[src/rtl/reg_file_param.sv]
// Parametrised CPU register file: NUM_READ asynchronous read ports, one write port stalled by BUSYWAIT,
// optional hardwired zero register and write-to-read bypass, and a one-register-per-cycle CLEAR sequence.
module reg_file_param #(
    parameter int unsigned DATA_WIDTH  = 8,
    parameter int unsigned ADDR_WIDTH  = 3,
    parameter int unsigned NUM_READ    = 2,
    parameter bit          ZERO_REG    = 1'b0,
    parameter bit          BYPASS      = 1'b0,
    parameter int          READ_DELAY  = 2,
    parameter int          WRITE_DELAY = 1
) (
    input  logic                           CLK,
    input  logic                           RESET,
    input  logic [DATA_WIDTH-1:0]          IN,
    input  logic [ADDR_WIDTH-1:0]          INADDRESS,
    input  logic                           WRITE,
    input  logic                           BUSYWAIT,
    input  logic                           CLEAR,
    input  logic [NUM_READ*ADDR_WIDTH-1:0] OUTADDRESS,
    output logic [NUM_READ*DATA_WIDTH-1:0] OUT,
    output logic                           CLR_BUSY,
    output logic                           WR_DONE
);

    localparam int unsigned DEPTH = 2 ** ADDR_WIDTH;

    // READ_DELAY/WRITE_DELAY describe the timing of the surrounding datapath; the logic itself is zero-delay.
    if (NUM_READ < 1 || NUM_READ > 4 || READ_DELAY < 0 || WRITE_DELAY < 0) begin : g_bad_params
        $error("reg_file_param: NUM_READ must be 1..4 and delays must be non-negative");
    end

    typedef enum logic {
        ST_IDLE,
        ST_CLEARING
    } state_t;

    state_t                  state_q, state_d;
    logic [ADDR_WIDTH-1:0]   clr_cnt_q, clr_cnt_d;
    logic                    wr_done_q, wr_done_d;
    logic [DATA_WIDTH-1:0]   regs_q [DEPTH];

    logic                    wr_zero_drop;
    logic                    wr_commit;
    logic                    wr_en;
    logic                    clr_en;
    logic                    byp_en;

    assign wr_zero_drop = ZERO_REG && (INADDRESS == '0);

    // State register.
    always_ff @(posedge CLK) begin
        // NOTE: sequential state uses non-blocking assignments so every flop samples pre-edge values.
        if (RESET) begin
            state_q   <= ST_IDLE;
            clr_cnt_q <= '0;
            wr_done_q <= 1'b0;
        end else begin
            state_q   <= state_d;
            clr_cnt_q <= clr_cnt_d;
            wr_done_q <= wr_done_d;
        end
    end

    // Next-state logic. CLEAR in IDLE takes priority over a write at the same edge.
    always_comb begin
        // NOTE: every output of this block gets a default first so no path can infer a latch.
        state_d   = state_q;
        clr_cnt_d = clr_cnt_q;
        wr_done_d = 1'b0;
        case (state_q)
            ST_IDLE: begin
                clr_cnt_d = '0;
                if (CLEAR) begin
                    state_d = ST_CLEARING;
                end else begin
                    wr_done_d = WRITE && !BUSYWAIT;
                end
            end
            ST_CLEARING: begin
                clr_cnt_d = clr_cnt_q + 1'b1;
                if (clr_cnt_q == '1) begin
                    state_d = ST_IDLE;
                end
            end
            default: state_d = ST_IDLE;
        endcase
    end

    // Output logic: visible flags and the array strobes.
    always_comb begin
        CLR_BUSY  = (state_q == ST_CLEARING);
        WR_DONE   = wr_done_q;
        wr_commit = (state_q == ST_IDLE) && !CLEAR && WRITE && !BUSYWAIT;
        wr_en     = wr_commit && !wr_zero_drop;
        clr_en    = (state_q == ST_CLEARING);
        byp_en    = BYPASS && wr_en;
    end

    // Register array: reset, one clear step, or one write per edge.
    always_ff @(posedge CLK) begin
        // NOTE: the array is built from flops, so every entry is reset here; a RAM macro could not be.
        if (RESET) begin
            for (int i = 0; i < int'(DEPTH); i++) begin
                regs_q[i] <= '0;
            end
        end else if (clr_en) begin
            regs_q[clr_cnt_q] <= '0;
        end else if (wr_en) begin
            regs_q[INADDRESS] <= IN;
        end
    end

    for (genvar k = 0; k < NUM_READ; k++) begin : g_read
        logic [ADDR_WIDTH-1:0] rd_addr;
        logic [DATA_WIDTH-1:0] rd_data;

        assign rd_addr = OUTADDRESS[k*ADDR_WIDTH +: ADDR_WIDTH];

        always_comb begin
            if (ZERO_REG && (rd_addr == '0)) begin
                rd_data = '0;
            end else if (byp_en && (rd_addr == INADDRESS)) begin
                rd_data = IN;
            end else begin
                rd_data = regs_q[rd_addr];
            end
        end

        assign OUT[k*DATA_WIDTH +: DATA_WIDTH] = rd_data;
    end

endmodule

[config.mk]
export PLATFORM = sky130hd
export DESIGN_NAME = reg_file_param
export DESIGN_NICKNAME = d
export VERILOG_FILES = /design/src/rtl/reg_file_param.sv
export SDC_FILE = /design/constraint.sdc
export NUM_CORES = 1
export LEC_CHECK = 0
export ABC_AREA = 1
export CAP_MARGIN = 25
export CORE_AREA = 8 8 134 136
export CTS_BUF_LIST = sky130_fd_sc_hd__clkbuf_4 sky130_fd_sc_hd__clkbuf_8
export DETAILED_ROUTE_END_ITERATION = 12
export DIE_AREA = 0 0 142 144
export GPL_TIMING_DRIVEN = 0
export PLACE_DENSITY_LB_ADDON = 0.08
export RECOVER_POWER = 50
export SYNTH_ARGS = -nofsm -noshare
export SYNTH_HDL_FRONTEND = slang
export SYNTH_SLANG_ARGS = --single-unit
[constraint.sdc]
create_clock -name CLK -period 2.2 [get_ports CLK]
set_input_delay 0.44 -clock CLK [delete_from_list [all_inputs] [get_ports CLK]]
set_output_delay 0.44 -clock CLK [all_outputs]
set_load 0.03 [all_outputs]
==> out/metrics.yaml <==
status:
  status: "complete, no violations"
global_routing:
  grt_pass1_wl_mm: 20.3
  antenna_found_initial: 0
  grt_overflow: 0
  grt_max_degree: 12
  first_global_vias: 3461
  grt_use_total_pct: 13.9
route:
  drt-total-wl_mm: 13.5
  dr.first_iter.drc_count: 265
  ant_nets: 0
  drc: 0
  firstDrtPassIters: 5
  vias: 3339
  avgViaCountPerCell: 4.59
  wire_per_inst_um: 18.6
sta:
  whs_ns: 0.482
  setup_slack_ns: 0.0647
  hold_viol_final: 0
  skew_ns: 0.00992
  period_share_pct: 97.1
  tns_ns: 0
  slew-limit-headroom_pct: 61.6
  fmax_ghz: 0.468
  tightest_slew_ns: 0.575
  rsz0062_at_grt: "yes"
  slew_viol_final: 0
  setup-violations-final: 0
  min_period_ns: 2.14
synthesis:
  ys_warn_count: 0
  syn_area_per_cell_sq_um: 8.46
  syn_inst: 457
  netlist.area_leader.share_pct: 49.7
  ys_top_cells_by_area: "edfxtp_1, o21ai_0, nor2_1, nand2_1, a21oi_1"
  syn_nets: 481
  synth_seq_cells: 69
  netlist-cell-type-count: 18
  synth_top_cell_by_area: "edfxtp_1"
  syn-cell-area_sq_um: 3870
  seq_area_frac_synth_pct: 52.3
floorplanning:
  die_y_um: 144
  rows: 47
  coreArea_sq_um: 16100
  start_util_pct: 24.1
  die_w_um: 142
  io_pins: 40
  die_area_sq_um: 20400
placement:
  dpl_worst_slack_ns: -1.08
  hpwl_mm: 10.0
  placed_cells: 712
  port-buffer-count: 35
  dpl_cell_area_sq_um: 4490
  gp_congestion: 0.861
cts:
  cts-root-buf: "clkbuf_8"
  cts_made_buffers: 9
  cts_buffer_depth: 2
  worstSkewPairLatency_ns: 0.36
  hold_buffers: 0
  path_clk_slew_ns: 0.07
  numClockSinks: 69
  h-tree-depth: 3
  cts_tree: "done"
setup_path:
  critPathTopFamily: "buffers and inverters"
  path_buf_inv: 3
  cp.required_ns: 1.76
  slowest_stage: "clkdlybuf4s18_2"
  crit_path_max_incr_delay_ns: 0.30
  worstPathArrival_ns: 1.70
  critPathCaptureType: "output pin"
  crit_fanout: 10
  path_class: "in2out"
  crit_chain: "clkdlybuf4s15_2 > clkbuf_8 > a21oi_1 > o21ai_0 > o21ai_0 > nand2_1 > nand2_1 > clkdlybuf4s18_2"
  cp-start-kind: "primary input"
hold_path:
  hp-class: "reg2reg"
pwr:
  p_leak_nw: 1.84
  power_mw: 2.91
  max-vdd-ir-drop_mv: 0.232
  p_per_area_nw_per_um2: 619
run:
  drv_cap: 0
final_layout:
  n_antenna_cell: 0
  mostFrequentLayoutCell: "nor2_1"
  fin_area_sq_um: 4700
  nets: 528
  final_cell_mix: "nor2_1, o21ai_0, nand2_1"
  instances_no_fill: 728
  area_growth_pct: 21.4
  final_core_util_pct: 29.2
  drive_gt1_share_pct: 15.7
cells in the mapped netlist:
master,number
nor2_1,100
o21ai_0,82
nand2_1,77
edfxtp_1,64
a21oi_1,32
inv_1,32
clkbuf_1,14
o21ai_1,14
nand2_4,9
buf_2,7
nand4_1,6
nor2_4,6
dfxtp_1,5
nor2_8,4
ha_1,2
a211oi_1,1
inv_2,1
nand3_2,1
kinds of logic (layout without fill, tap and decap cells):
kind of cell	after synthesis	after routing	synth area share (%)
AO/OA/AOI/OAI	129	129	16.8
adder cells (fa/ha/maj)	2	2	0.647
buffers and inverters	54	105	5.47
flip-flops	69	69	52.3
AND/OR/NAND/NOR	203	203	24.8
area by class of cell:
class	count	area [sq um]
Fill cell	1732	11400
Clock inverter	6	31.3
Clock buffer	9	124
Tap cell	220	275
Multi-Input combinational cell	334	1650
Inverter	33	128
Timing Repair Buffer	36	304
Sequential cell	69	2020
Buffer	21	160
repair_timing:
| item | 4_1_cts | 5_1_grt |
|---|---|---|
| gates cloned | 0 | 0 |
| buffers inserted | 1 | 0 |
| resized for setup | 91 | 26 |
| setup endpoints to repair | 16 | 70 |
worst paths after layout:
| path | start | endpoint | slack (ns) | cells past startpoint |
|---|---|---|---|---|
| worst max register to register | CLR_BUSY$_SDFF_PP0_ | regs_q[0][5]$_SDFFCE_PN0P_ | 0.32 | 6 |
| worst max-delay path | OUTADDRESS[4] | OUT[14] | 0.06 | 8 |
| worst min-delay path | clr_cnt_q[0]$_SDFF_PN0_ | clr_cnt_q[0]$_SDFF_PN0_ | 0.48 | 1 |
| worst min register to register | clr_cnt_q[0]$_SDFF_PN0_ | clr_cnt_q[0]$_SDFF_PN0_ | 0.48 | 1 |
power by group:
| group | internal (mW) | switching [mW] |
|---|---|---|
| sequential | 1.48 | 0.0291 |
| combinational | 0.159 | 0.343 |
| clock | 0.390 | 0.508 |
| total | 2.03 | 0.880 |
state kept, by name, summed over array words and instances (netlist names):
name	count
regs_q	64
clr_cnt_q	3
CLR_BUSY	1
WR_DONE	1
layer usage:
layer  vias up  part of all wire, %  global-route usage, %
met4         0                  3.0                   7.57
met5         -                    0                      0
met1      1569                   44                   16.7
li1       1635                    -                      -
met2       108                   48                   23.3
met3        27                  4.4                   2.51
Power figures use the tool's default switching activity.
